`config.mk`:
```
export PLATFORM = sky130hd
export DESIGN_NAME = ps2_host_tx
export DESIGN_NICKNAME = d
export VERILOG_FILES = /design/src/rtl/ps2_host_tx.sv
export SDC_FILE = /design/constraint.sdc
export NUM_CORES = 1
export LEC_CHECK = 0
export BUFFER_PORTS_ARGS = -buffer_cell sky130_fd_sc_hd__buf_2
export CAP_MARGIN = 20
export CELL_PAD_IN_SITES_DETAIL_PLACEMENT = 0
export CELL_PAD_IN_SITES_GLOBAL_PLACEMENT = 2
export CORE_ASPECT_RATIO = 1.4
export CORE_MARGIN = 5
export CORE_UTILIZATION = 40
export DETAILED_ROUTE_END_ITERATION = 8
export PLACE_DENSITY = 0.87
export RECOVER_POWER = 100
export SYNTH_ARGS = -nofsm -noshare
export SYNTH_HDL_FRONTEND = slang
export SYNTH_SLANG_ARGS = --single-unit
```
`constraint.sdc`:
```
create_clock -name CLOCK_50 -period 5.2 [get_ports CLOCK_50]
set_clock_uncertainty 0.05 [all_clocks]
set_input_delay 0 -clock CLOCK_50 [delete_from_list [all_inputs] [get_ports CLOCK_50]]
set_output_delay 0 -clock CLOCK_50 [all_outputs]
set_load 0.01 [all_outputs]
```
`src/rtl/ps2_host_tx.sv`:
```
// ps2_host_tx: PS/2 host-to-device command transmitter with open-drain pin control
module ps2_host_tx #(
  parameter int INHIBIT_CYCLES = 5000,
  parameter int TIMEOUT_CYCLES = 750000
) (
  input  logic       CLOCK_50,
  input  logic       resetn,
  input  logic [7:0] tx_data,
  input  logic       tx_valid,
  output logic       tx_ready,
  output logic       tx_done,
  output logic       tx_error,
  input  logic       ps2_clk_in,
  input  logic       ps2_dat_in,
  output logic       ps2_clk_oe,
  output logic       ps2_dat_oe
);
  typedef enum logic [2:0] {IDLE, INHIBIT, RTS, SHIFT, ACK, WAIT_IDLE} state_t;
  state_t      state;
  logic [1:0]  clk_s, dat_s;
  logic        clk_q, fall, timeout;
  logic [9:0]  frame;
  logic [3:0]  idx;
  logic [31:0] cnt;
  assign timeout = cnt == TIMEOUT_CYCLES - 1;
  always_ff @(posedge CLOCK_50) begin
    if (!resetn) begin
      clk_s <= 2'b11;
      dat_s <= 2'b11;
      clk_q <= 1'b1;
      fall  <= 1'b0;
    end else begin
      clk_s <= {clk_s[0], ps2_clk_in};
      dat_s <= {dat_s[0], ps2_dat_in};
      clk_q <= clk_s[1];
      fall  <= clk_q & ~clk_s[1];
    end
  end
  // frame holds {stop, parity, data}; a 1 bit releases the line, a 0 bit pulls it low
  always_ff @(posedge CLOCK_50) begin
    if (!resetn) begin
      state      <= IDLE;
      ps2_clk_oe <= 1'b0;
      ps2_dat_oe <= 1'b0;
      tx_ready   <= 1'b1;
      tx_done    <= 1'b0;
      tx_error   <= 1'b0;
      cnt        <= '0;
      idx        <= '0;
      frame      <= '0;
    end else begin
      tx_done  <= 1'b0;
      tx_error <= 1'b0;
      case (state)
        IDLE: if (tx_valid) begin
          frame      <= {1'b1, ~^tx_data, tx_data};
          cnt        <= '0;
          ps2_clk_oe <= 1'b1;
          tx_ready   <= 1'b0;
          state      <= INHIBIT;
        end
        INHIBIT: if (cnt == INHIBIT_CYCLES - 1) begin
          ps2_dat_oe <= 1'b1;
          state      <= RTS;
        end else cnt <= cnt + 32'd1;
        RTS: begin
          ps2_clk_oe <= 1'b0;
          cnt        <= '0;
          idx        <= '0;
          state      <= SHIFT;
        end
        SHIFT, ACK: if (fall) begin
          cnt <= '0;
          if (state == ACK) begin
            tx_done  <= ~dat_s[1];
            tx_error <= dat_s[1];
            state    <= WAIT_IDLE;
          end else begin
            ps2_dat_oe <= ~frame[idx];
            idx        <= idx + 4'd1;
            state      <= idx == 4'd9 ? ACK : SHIFT;
          end
        end else if (timeout) begin
          ps2_clk_oe <= 1'b0;
          ps2_dat_oe <= 1'b0;
          tx_error   <= 1'b1;
          tx_ready   <= 1'b1;
          state      <= IDLE;
        end else cnt <= cnt + 32'd1;
        WAIT_IDLE: begin
          ps2_dat_oe <= 1'b0;
          if (clk_s[1] && dat_s[1]) begin
            tx_ready <= 1'b1;
            state    <= IDLE;
          end
        end
        default: state <= IDLE;
      endcase
    end
  end
endmodule

```
==> results of run 1 <==
[state kept, by name, summed over array words and instances (netlist names), 2 cells and up]
signal	count
dat_s	2
state	3
cnt	32
idx	4
clk_s	2
frame	10
[logic make-up (layout without fill, tap and decap cells)]
logic type                 count (synthesis)  after routing  synth area share (%)
xor gates and xnor gates                  13             13                 3.473
adders and majority gates                  4              4                 1.527
AOI/OAI and AO/OA                         95             95                 20.57
buffers and inverters                     30             49                 4.427
muxes                                      7              7                 2.939
DFF                                       60             60                 36.64
and+or+nand+nor                          189            189                 30.42
[metal layers]
layer | vias up | track usage, % | share of wire [%]
li1 | 1485 | - | -
met4 | 0 | 10.29 | 3.8
met5 | - | 0 | 0
met2 | 47 | 32.58 | 54
met1 | 1391 | 19.09 | 39
met3 | 20 | 3.711 | 3.2
[cell usage in the layout, fill, tap and decap left out, types with 8 or more instances in the layout]
cell                            count
sky130_fd_sc_hd__a21oi_1           17
sky130_fd_sc_hd__nor2_1            27
sky130_fd_sc_hd__or4_1             11
sky130_fd_sc_hd__nand3_1           21
sky130_fd_sc_hd__o211ai_1           9
sky130_fd_sc_hd__nand2b_1           9
sky130_fd_sc_hd__or3_1              8
sky130_fd_sc_hd__nand2_1           60
sky130_fd_sc_hd__dfxtp_1           60
sky130_fd_sc_hd__a21boi_0          12
sky130_fd_sc_hd__clkbuf_16          9
sky130_fd_sc_hd__buf_2             12
sky130_fd_sc_hd__dlygate4sd3_1     10
sky130_fd_sc_hd__o21ai_0           16
[per-stage QoR]
| stage | std cells | area, µm² | setup slack (ns) | power (mW) |
|---|---|---|---|---|
| global route | 519 | 3759 | 1.006 | 1.393 |
| global placement | 493 | 3372 | 2.112 | 0.7050 |
| finish | 519 | 3759 | 1.390 | 1.329 |
| floorplan | 398 | 3278 | 2.941 | 0.6571 |
| CTS | 519 | 3790 | 2.043 | 1.355 |
| detailed placement | 493 | 3372 | 2.075 | 0.7085 |
[area by class of cell]
type	count	area share, %
clock inverter	5	1.997
multi-input combinational	308	50.83
tap	102	3.395
timing repair buffer	28	4.860
inverter	5	0.4993
clock buffer	11	6.458
sequential	60	31.96
[worst max-delay path, cell delays in order, from the launching register on]
cell                        delay [ns]
sky130_fd_sc_hd__dfxtp_1          0.69
sky130_fd_sc_hd__or3b_1           0.36
sky130_fd_sc_hd__a21oi_1          0.14
sky130_fd_sc_hd__a2bb2oi_1        0.76
sky130_fd_sc_hd__o21ai_0          0.84
sky130_fd_sc_hd__or4_1            0.74
sky130_fd_sc_hd__a21oi_1          0.15
[worst min path at each step]
stage	from	endpoint	slack, ns	cells after the start
2_1_floorplan	ps2_clk_in	clk_s[0]	0.05	1
3_3_place_gp	ps2_clk_in	clk_s[0]	0.13	2
3_5_place_dp	ps2_dat_in	dat_s[0]	0.14	2
4_1_cts	resetn	dat_s[1]	0.12	2
5_1_grt	resetn	dat_s[0]	0.15	2
6_report	resetn	dat_s[1]	0.11	2
[power by group through the flow]
stage	clock, mW	combinational [mW]	sequential (mW)
global route	0.668	0.209	0.516
finish	0.633	0.184	0.512
detailed placement	0	0.186	0.522
CTS	0.649	0.193	0.513
global placement	0	0.185	0.520
floorplan	0	0.151	0.506
[repair_timing]
action                     CTS  global route
hold buffers                10             0
setup endpoints to repair    0             0
hold endpoints to repair    10             0
==> impl_summary.md, run 1 <==
Floorplan
The die width is around 87 µm. The die covers roughly 0.01 mm². From bottom edge to top edge, the die measures 117.1 µm. The initial utilization of the core area, before any placement, comes to 40.47%. In this run the count of I/O pins placed on the die edge is 18. The number of placement rows is 39. The core area is roughly 0.008 mm².

Yosys
The yosys synthesis warning count is 0. Ranked by total cell area, the synthesized netlist is headed by sky130_fd_sc_hd__dfxtp_1 37%, sky130_fd_sc_hd__nand2_1 6.9%, sky130_fd_sc_hd__nand3_1 3.2%. The number of different library cells used by synthesis comes to 58. The portion of the post-synthesis area used by sequential elements is a little over a third. After technology mapping, the gate count stands at 398. In this run, synthesis produced a sequential element count of 60. The commonest register cell after synthesis is sky130_fd_sc_hd__dfxtp_1. A synthesized cell averages ~8.2 µm². The synthesized net count is ~420. After synthesis the cells add up to about 0.0033 mm².

The area share of the leading cell type in the synthesized netlist is a little over a third. Counting instances in the post-synthesis netlist gives the leading cell types as 60 x sky130_fd_sc_hd__dfxtp_1, 60 x sky130_fd_sc_hd__nand2_1, 27 x sky130_fd_sc_hd__nor2_1. The dominant cell type by area after synthesis is sky130_fd_sc_hd__dfxtp_1. The number of enable-type register cells in the synthesized netlist is 0. The fraction of registers with async set or reset after synthesis is 0%.

Cells and area
Summing all multi-input logic gate instances after layout gives ~0.0019 mm². The share of layout cells above drive strength 1 is 8.393%. Compared with the post-synthesis result, the final layout area differs by 14.66%. The fraction of the core area covered by cells at the end of the flow is roughly 46%.

The storage element area is 0.001201 mm². The filler cells instantiated in the layout total about 850. The layout net count is between 400 and 500. 0 antenna diodes ended up in the layout.

Global routing
The pin count of the biggest net entering global routing is 39. The initial antenna violation count was 0. The global-route total usage across every layer is between 15 and 20%.

The global-route wire length before repair is 14.03 mm. The leftover overflow at the end of global routing is 0. The via count of the first global-routing pass came to approximately 2800.

STA
The final-report max-slew violation count is 20. The number of hold-slack violations in the final timing report is 0. Setup repair after global routing left no endpoint under its margin. Derived from the worst setup path, the maximum achievable clock frequency is about 260 MHz.

The worst slew margin relative to its limit is -27.06%. Setup violations remaining at the end of the flow were counted as 0. The time the final worst path needs with I/O delays and setup is between 3 and 4 ns. Dividing the final minimum period by the clock period gives approximately 73%. On the final layout, the worst hold slack is approximately 0.11 ns. At the pin with the least slew margin, the transition time is 1.886 ns. Setup total negative slack on the finished layout was measured at 0 ns.

Critical path
Data on the critical path is required at its endpoint by between 5 and 6 ns. The category of the most critical setup path is flip-flop to flip-flop. The capture instance of the worst register-to-register path is cnt[20]. The timing startpoint of the critical path is state[0]. The beginning of the worst register-to-register path is state[0]. The setup slack of the worst register-to-register path is about 1.4 ns.

STA classifies the critical path endpoint as a flip-flop. The largest fanout on the critical path is 19. The kind of start point of the critical path is a flip-flop. The worst-case reg-to-reg path depth is 6.

The end of the critical path is cnt[20]. Data arrives at the worst endpoint at 4.00 ns.

Power and ir drop
The part of the total power dissipated in sequential elements is 38.5%. The switching power total is roughly 0.35 mW. The analysis attributes to cell leakage a power of approximately 1.3 nW. Per report_power, the clock group accounts for a little under half of the total.

The internal power of the cells totals slightly below 1 mW. The power density over the cells is about 350 mW/mm². The maximum vdd ir drop is around 0.24 mV. The switching portion of total power is around a quarter. The combinational cell fraction of total power is between 10 and 15%.

Clock network
The H-tree generated during clock tree synthesis spans 3 levels. The largest buffer count on any clock path is 2. TritonCTS built the clock tree. The number of clock buffers inserted by TritonCTS is 9. The number of gates resized after CTS was 0. The clock net in this run drives a total of 60 sinks.

The clock insertion delay at the later pin of the skew report is 0.33 ns. CTS placed an instance of sky130_fd_sc_hd__clkbuf_16 at the clock tree root. The clock transition at the registers of the reported paths is 0.05 ns. The number of post-CTS setup repair buffers is 0.

Placement
Buffers placed on the I/O ports in this run total 17. At the end of routability-driven placement, the weighted congestion stood at ~0.84. Detailed placement ended at an HPWL of just over 6 mm.

Detailed routing
After detailed routing, the number of vias per cell comes to 5.671. After the first detailed-routing iteration, the DRC count stood at around 140. For this block, the via count after detailed routing is 2943. For this run, design rule violations remaining after detail routing come to 0. The overall routed net length is approximately 8.5 mm. The first-pass iteration count of the detailed router is 4. After detailed routing, the average wire length per cell comes to 16.31 µm. The remaining antenna violation count is 0.

Status
The flow ran to the end, but the final reports show violations. The final reports fail on capacitance limit, slew limit.

Hold path
The worst min-delay path category is input port to flip-flop.

Run
The max-cap check violation count is 1.
No activity file was read; power rests on OpenSTA's default activity.
==> run 2, diff against run 1 <==
Settings changed: ABC_AREA from default to 1, CORE_UTILIZATION 40 to 30, PLACE_DENSITY 0.87 to 0.79.
Clock period 5.2 ns to 3.5 ns, I/O delays scaled along.
==> impl_summary.md, run 2 <==
Placement
The number of placed instances with taps included is 867 (was 493). The final weighted congestion in routability-driven placement is 0.8854 (was 0.8436). The detailed-placement wirelength estimate is 9.787 mm (was 6.114 mm). The number of port buffers is 17 (unchanged).

The area after detailed placement came to 0.004253 mm² (was 0.003372 mm²). The worst-case setup slack after placement is 1.351 ns (was 2.075 ns).

Cells and area
The count of fill cells added during filler insertion came to 1516 (was 852). The register name with the most flops is cnt (unchanged). The footprint of the multi-input gates is 0.002425 mm² (was 0.001911 mm²). The storage element area is 0.001201 mm² (unchanged). The non-filler instance count after layout is 893 (was 519).

The share of layout cells above drive strength 1 was 7.454% (was 8.393%). The most common cell after layout, fill and taps aside is sky130_fd_sc_hd__nand2_1. The fraction of the core area covered by cells at the end of the flow is 35.05% (was 46.40%). The antenna diode count is 0 (unchanged). Largest regs: cnt x32, frame x10, idx x4 (unchanged). The post-route cell area is 0.004648 mm² (was 0.003759 mm²). Commonest cells after routing, fill and taps aside: 228 x sky130_fd_sc_hd__nand2_1, 110 x sky130_fd_sc_hd__nor2_1, 71 x sky130_fd_sc_hd__inv_1, 60 x sky130_fd_sc_hd__dfxtp_1, 54 x sky130_fd_sc_hd__nand3_1 (was 60 x sky130_fd_sc_hd__nand2_1, 60 x sky130_fd_sc_hd__dfxtp_1, 27 x sky130_fd_sc_hd__nor2_1, 21 x sky130_fd_sc_hd__nand3_1, 17 x sky130_fd_sc_hd__a21oi_1). The layout net count is 723 (was 429).

The area overhead of the layout relative to synthesis came to 15.30% (was 14.66%). The flip-flop count of the largest register after layout is 32 (unchanged).

Detailed routing
The first-pass iteration count of the detailed router came to 5 (was 4). The remaining routing DRC violations was 0 (unchanged). The average detailed-routed wire length per instance came to 14.62 µm (was 16.31 µm). The post-detailed-route via-to-cell ratio came to 4.729 (was 5.671).

The remaining antenna violation count is 0 (unchanged). The count of vias placed by the detailed router was 4223 (was 2943). The number of DRC violations after detailed-routing iteration 0 was 252 (was 135). The overall routed net length came to 13.06 mm (was 8.464 mm).

Yosys
The yosys synthesis warning count is 0 (unchanged). The cell count after synthesis is 685 (was 398). The average size of a mapped cell is 5.885 µm² (was 8.237 µm²). The post-synthesis cell area is 0.004031 mm² (was 0.003278 mm²).

The commonest register cell after synthesis is sky130_fd_sc_hd__dfxtp_1 (unchanged). The portion of the post-synthesis area used by sequential elements was 29.80% (was 36.64%). The area share of the leading cell type in the synthesized netlist was 29.80% (was 36.64%). The register bit count reported by yosys is 60 (unchanged). Among all cell types in the netlist, the one instantiated most often is sky130_fd_sc_hd__nand2_1. The count of different cell masters after synthesis is 30 (was 58). The synthesized net count is 702 (was 415). The number of enable-type register cells in the synthesized netlist is 0 (unchanged). Most area-consuming cells after synthesis: sky130_fd_sc_hd__dfxtp_1 30%, sky130_fd_sc_hd__nand2_1 21%, sky130_fd_sc_hd__nor2_1 10% (was sky130_fd_sc_hd__dfxtp_1 37%, sky130_fd_sc_hd__nand2_1 6.9%, sky130_fd_sc_hd__nand3_1 3.2%). Most numerous cell types in the synthesized netlist: 225 x sky130_fd_sc_hd__nand2_1, 109 x sky130_fd_sc_hd__nor2_1, 70 x sky130_fd_sc_hd__inv_1 (was 60 x sky130_fd_sc_hd__dfxtp_1, 60 x sky130_fd_sc_hd__nand2_1, 27 x sky130_fd_sc_hd__nor2_1).

The fraction of registers with async set or reset after synthesis came to 0% (unchanged). The dominant cell type by area after synthesis is sky130_fd_sc_hd__dfxtp_1 (unchanged).

Floorplan
The effective utilization at floorplan was 30.40% (was 40.47%). The number of placement rows is 50 (was 39). The overall die area was 0.01589 mm² (was 0.01013 mm²). The die height is 147.2 µm (was 117.1 µm). The core area came to 0.01326 mm² (was 0.008100 mm²). The count of boundary I/O pins was 18 (unchanged). The die width came to 108.0 µm (was 86.51 µm).

Critical path
The buffering stage count on the worst path with inverters included is 1 (was 0). The kind of start point of the critical path is a flip-flop (unchanged). The required time of the critical path is 3.66 ns (was 5.39 ns). The family of cells with the greatest summed delay on the critical path was simple AND/OR/NAND/NOR gates (was compound AO/OA/AOI/OAI gates). The largest fanout on the critical path came to 30 (was 19). The cell at the slowest stage of the critical path is sky130_fd_sc_hd__nand3_2 (was sky130_fd_sc_hd__o21ai_0). The data arrival time at the worst-slack endpoint came to 2.74 ns (was 4.00 ns). The timing startpoint of the critical path is state[0] (unchanged). The endpoint kind of the worst setup timing path is a flip-flop (unchanged). Cell-by-cell trace of the critical path: nor2_1, nand2_1, nand2_4, nand2_1, inv_1, nand3_4, nand3_2, o21ai_0, nor2_1 (was or3b_1, a21oi_1, a2bb2oi_1, o21ai_0, or4_1, a21oi_1). The beginning of the worst register-to-register path is state[0] (unchanged). The delay contributed by the slowest stage of the critical path was 0.59 ns (was 0.84 ns).

The category of the most critical setup path was flip-flop to flip-flop (unchanged).

Clock network
The largest buffer count on any clock path is 2 (unchanged). The clock transition at the registers of the reported paths is 0.06 ns (was 0.05 ns). The post-cts resize count was 0 (unchanged). The root cell of the clock tree is sky130_fd_sc_hd__clkbuf_16 (unchanged). The clock sink total is 60 (unchanged).

The clock insertion delay at the later pin of the skew report came to 0.33 ns (about the same). The H-tree level count was 3 (unchanged). The number of clock buffers inserted by TritonCTS is 9 (unchanged). The TritonCTS clock tree is done (unchanged). The number of post-CTS setup repair buffers was 0 (unchanged).

STA
The worst hold slack after final layout came to 0.1951 ns (was 0.1098 ns). The final total negative setup slack is 0 ns (unchanged). The time the final worst path needs with I/O delays and setup came to 2.576 ns (was 3.810 ns). The worst slew margin relative to its limit was 25.20% (was -27.06%). RSZ-0062 raised after global routing: no (unchanged). The least setup slack across all paths after layout is 0.9243 ns (was 1.390 ns). The slew at the pin closest to its max-slew limit is 1.122 ns (was 1.886 ns). The final-report max-slew violation count was 0 (was 20). The final worst-path cycle share is 73.59% (was 73.28%). The final-report setup violation count is 0 (unchanged). The achievable frequency is 388.2 MHz (was 262.4 MHz).

The number of hold-slack violations in the final timing report is 0 (unchanged).

Global routing
The global-route total usage across every layer was 17.18% (was 17.96%). The global-route wire length before repair is 21.29 mm (was 14.03 mm). The initial antenna violation count was 0 (unchanged).

The pin count of the biggest net entering global routing was 31 (was 39). The via count of the first global-routing pass was 4120 (was 2793). The leftover overflow at the end of global routing came to 0 (unchanged).

Hold path
The startpoint of the lowest-slack hold path is tx_valid (was resetn). The worst min-delay path category was input port to flip-flop (unchanged).

Power and ir drop
The power density over the cells is 488.7 mW/mm² (was 353.6 mW/mm²). The internal power summed over all cells is 1.513 mW (was 0.9783 mW). The switching power total is 0.7583 mW (was 0.3509 mW). The total power came to 2.272 mW (was 1.329 mW). The static leakage is 1.918 nW (was 1.313 nW). The switching portion of total power came to 33.38% (was 26.40%). The maximum vdd ir drop came to 0.2629 mV (was 0.2411 mV). The clock network fraction of design power is 43.3% (was 47.6%). The combinational cell fraction of total power is 21.9% (was 13.9%).

The part of the total power dissipated in sequential elements is 34.8% (was 38.5%).

Status
Outcome: completed (was finished with violations).

Run
The max-cap check violation count is 0 (was 1).
==> run 2: cell types whose count changed in the layout (fill, tap and decap cells not counted), moves of 8 or more <==
| cell | previous run | this run |
|---|---|---|
| sky130_fd_sc_hd__nand2_1 | 60 | 228 |
| sky130_fd_sc_hd__nor2_1 | 27 | 110 |
| sky130_fd_sc_hd__inv_1 | 5 | 71 |
| sky130_fd_sc_hd__nand3_1 | 21 | 54 |
| sky130_fd_sc_hd__a21oi_1 | 17 | 46 |
| sky130_fd_sc_hd__a21boi_0 | 12 | 0 |
| sky130_fd_sc_hd__nand4_1 | 7 | 19 |
| sky130_fd_sc_hd__or4_1 | 11 | 0 |
| sky130_fd_sc_hd__nand2b_1 | 9 | 0 |
| sky130_fd_sc_hd__or3_1 | 8 | 0 |
==> run 2: layout make-up <==
| cell class | count | share of cell area (%) |
|---|---|---|
| Multi-Input combinational cell | 532 | 52.17 |
| Sequential cell | 60 | 25.84 |
| Inverter | 73 | 5.895 |
| Tap cell | 182 | 4.899 |
| Clock buffer | 9 | 4.845 |
| Timing Repair Buffer | 30 | 4.226 |
| Clock inverter | 7 | 2.127 |
==> run 2: power by group through the flow <==
stage | logic, mW | clock network, mW | registers [mW]
finish | 0.498 | 0.984 | 0.790
global route | 0.571 | 1.05 | 0.797
CTS | 0.521 | 1.02 | 0.790
floorplan | 0.386 | 0 | 0.802
detailed placement | 0.510 | 0 | 0.805
global placement | 0.506 | 0 | 0.802
==> run 2: cell families after synthesis <==
logic type | synth area share, %
buffers and inverters | 9.621
XOR/XNOR | 2.607
AO/OA/AOI/OAI | 9.311
adder cells (fa/ha/maj) | 1.242
flip-flops | 29.80
AND/OR/NAND/NOR | 47.42
==> run 2: worst min-delay path, cell delays in order <==
cell and delay, ns:
sky130_fd_sc_hd__buf_2 0.11, sky130_fd_sc_hd__o21ai_0 0.10, sky130_fd_sc_hd__inv_1 0.14, sky130_fd_sc_hd__a21oi_1 0.09
sky130_fd_sc_hd__nand2_1 0.06, sky130_fd_sc_hd__nor2_1 0.03
==> run 2: timing repair <==
| action | CTS | global route |
|---|---|---|
| hold buffers | 10 | 0 |
| endpoints found under the hold margin | 10 | 0 |
| endpoints found under the setup margin | 0 | 0 |
==> run 2: final timing paths <==
path              slack, ns  cells after the start        to
hold / removal         0.20                      6   cnt[19]
setup reg to reg       0.92                      9    cnt[7]
setup / recovery       0.92                      9    cnt[7]
hold reg to reg        0.36                      1  dat_s[1]
==> run 2: layer usage <==
layer	vias to the layer above	routed length (µm)	track usage [%]	part of all wire, %
met5	-	0	0	0
met4	0	301	6.001	2.3
met3	18	330	2.418	2.5
met2	76	7047	32.50	54
met1	1915	5377	19.17	41
li1	2214	-	-	-
==> run 3, diff against run 2 <==
Clock period 3.5 ns to 2.3 ns, I/O delays scaled along.
==> impl_summary.md, run 3 (synthesis gave the netlist of run 2 again) <==
Status
Outcome: completed (unchanged).

STA
The slew at the pin closest to its max-slew limit is 0.5815 ns (was 1.122 ns). The final-report max-slew violation count came to 0 (unchanged). The number of hold-slack violations in the final timing report came to 0 (unchanged). The worst slew margin relative to its limit is 61.23% (was 25.20%).

The worst hold slack after final layout is 0.009206 ns (was 0.1951 ns). The time the final worst path needs with I/O delays and setup is 2.063 ns (was 2.576 ns). The achievable frequency is 484.6 MHz (was 388.2 MHz). The final total negative setup slack is 0 ns (unchanged). The final worst-path cycle share is 89.72% (was 73.59%). The final-report setup violation count was 0 (unchanged). The least setup slack across all paths after layout is 0.2365 ns (was 0.9243 ns). RSZ-0062 raised after global routing: no (unchanged).

Critical path
The data arrival time at the worst-slack endpoint is 2.30 ns (was 2.74 ns). The endpoint kind of the worst setup timing path is a flip-flop (unchanged). The largest fanout on the critical path is 30 (unchanged).

The required time of the critical path is 2.53 ns (was 3.66 ns). The category of the most critical setup path was flip-flop to flip-flop (unchanged). The kind of start point of the critical path is a flip-flop (unchanged). The timing startpoint of the critical path is cnt[0] (was state[0]). The beginning of the worst register-to-register path is cnt[0] (was state[0]).

Cells and area
Commonest cells after routing, fill and taps aside: 228 x sky130_fd_sc_hd__nand2_1, 110 x sky130_fd_sc_hd__nor2_1, 70 x sky130_fd_sc_hd__inv_1, 60 x sky130_fd_sc_hd__dfxtp_1, 55 x sky130_fd_sc_hd__nand3_1 (was 228 x sky130_fd_sc_hd__nand2_1, 110 x sky130_fd_sc_hd__nor2_1, 71 x sky130_fd_sc_hd__inv_1, 60 x sky130_fd_sc_hd__dfxtp_1, 54 x sky130_fd_sc_hd__nand3_1). The layout net count is 729 (was 723). The most common cell after layout, fill and taps aside is sky130_fd_sc_hd__nand2_1 (unchanged). The non-filler instance count after layout was 899 (was 893). The storage element area was 0.001201 mm² (unchanged). The post-route cell area came to 0.004668 mm² (was 0.004648 mm²). The share of layout cells above drive strength 1 is 8.089% (was 7.454%). The fraction of the core area covered by cells at the end of the flow came to 35.20% (was 35.05%). The footprint of the multi-input gates is 0.002427 mm² (was 0.002425 mm²). The area overhead of the layout relative to synthesis is 15.80% (was 15.30%). The count of fill cells added during filler insertion is 1539 (was 1516). The antenna diode count came to 0 (unchanged). The flip-flop count of the largest register after layout is 32 (unchanged).

The register name with the most flops is cnt (unchanged). Largest regs: cnt x32, frame x10, idx x4 (unchanged).

Clock network
The H-tree level count is 3 (unchanged). The clock sink total came to 60 (unchanged). The TritonCTS clock tree was done (unchanged). The root cell of the clock tree is sky130_fd_sc_hd__clkbuf_16 (unchanged).

The clock insertion delay at the later pin of the skew report came to 0.34 ns (was 0.33 ns). The number of post-CTS setup repair buffers is 0 (unchanged). The number of clock buffers inserted by TritonCTS is 9 (unchanged). The largest buffer count on any clock path was 2 (unchanged).

The clock transition at the registers of the reported paths was 0.06 ns (about the same).

Global routing
The global routing usage on met1 is 19.01% (was 19.17%). The via count of the first global-routing pass is 4107 (was 4120). The met2 track utilization from global routing was 32.50% (unchanged). The leftover overflow at the end of global routing came to 0 (unchanged).

The peak-usage layer in the global routing report is met2 (unchanged). The pin count of the biggest net entering global routing is 31 (unchanged). The initial antenna violation count came to 0 (unchanged).

The global-route total usage across every layer is 17.19% (was 17.18%). The global routing usage on met3 is 2.286% (was 2.418%). The global-route wire length before repair is 21.38 mm (was 21.29 mm).

Floorplan
The effective utilization at floorplan came to 30.40% (unchanged). The number of placement rows is 50 (unchanged). The die width is 108.0 µm (unchanged). The count of boundary I/O pins is 18 (unchanged). The core area came to 0.01326 mm² (unchanged). The die height is 147.2 µm (unchanged). The overall die area is 0.01589 mm² (unchanged).

Detailed routing
The post-detailed-route via-to-cell ratio is 4.725 (was 4.729). The average detailed-routed wire length per instance is 14.61 µm (was 14.62 µm). The remaining antenna violation count was 0 (unchanged). The first-pass iteration count of the detailed router is 5 (unchanged). The number of DRC violations after detailed-routing iteration 0 is 242 (was 252). The overall routed net length came to 13.14 mm (was 13.06 mm). The remaining routing DRC violations is 0 (unchanged).

The count of vias placed by the detailed router is 4248 (was 4223).

Run
The max-cap check violation count is 0 (unchanged).

Placement
The final weighted congestion in routability-driven placement is 0.9485 (was 0.8854). The number of placed instances with taps included is 873 (was 867). The number of port buffers is 17 (unchanged). The area after detailed placement was 0.004298 mm² (was 0.004253 mm²).

The worst-case setup slack after placement is 0.2539 ns (was 1.351 ns). The detailed-placement wirelength estimate came to 10.01 mm (was 9.787 mm).

Power and ir drop
The static leakage is 1.939 nW (was 1.918 nW). The maximum vdd ir drop is 0.3771 mV (was 0.2629 mV). The power density over the cells is 722.0 mW/mm² (was 488.7 mW/mm²).

The total power is 3.370 mW (was 2.272 mW).

Hold path
The worst min-delay path category is input port to flip-flop (unchanged). The startpoint of the lowest-slack hold path is resetn (was tx_valid).
[run 3: path summary, 6_finish.rpt]
check             depth (start not counted)  slack, ns  endpoint
setup reg to reg                         11       0.24   cnt[30]
hold / removal                            3      0.009  state[1]
setup / recovery                         11       0.24   cnt[30]
hold reg to reg                           2       0.36      fall
[run 3: routing by layer]
layer | wire length (µm) | vias up
met1 | 5213 | 1922
met2 | 7176 | 84
met3 | 412 | 23
met4 | 335 | 0
met5 | 0 | -
li1 | - | 2219
[run 3: what timing repair did]
item | 4_1_cts | 5_1_grt
endpoints found under the hold margin | 10 | 0
hold buffers | 10 | 0
setup endpoints to repair | 0 | 1
gates resized for setup | 0 | 1
[run 3: layout make-up]
type	instances	area share [%]
tap	182	4.878
multi-input combinational	532	52.00
sequential	60	25.73
inverter	73	5.870
timing repair buffer	36	5.092
clock inverter	7	1.608
clock buffer	9	4.824
[run 3: where the power goes]
group / leakage (nW) / switching, mW / internal (mW)
clock: 0.150 / 0.542 / 0.844
combinational: 1.30 / 0.549 / 0.233
sequential: 0.488 / 0.0672 / 1.14
total: 1.94 / 1.16 / 2.21
[run 3: critical path, stage by stage (launching register included)]
cell and delay (ns):
sky130_fd_sc_hd__dfxtp_1 0.38, sky130_fd_sc_hd__ha_1 0.22, sky130_fd_sc_hd__inv_1 0.10, sky130_fd_sc_hd__nor2_4 0.18
sky130_fd_sc_hd__nand3_1 0.16, sky130_fd_sc_hd__nor2_4 0.14, sky130_fd_sc_hd__nand3_4 0.12, sky130_fd_sc_hd__nand3_4 0.37
sky130_fd_sc_hd__nand2_1 0.09, sky130_fd_sc_hd__nand3_1 0.09, sky130_fd_sc_hd__nand2_1 0.05, sky130_fd_sc_hd__inv_1 0.05
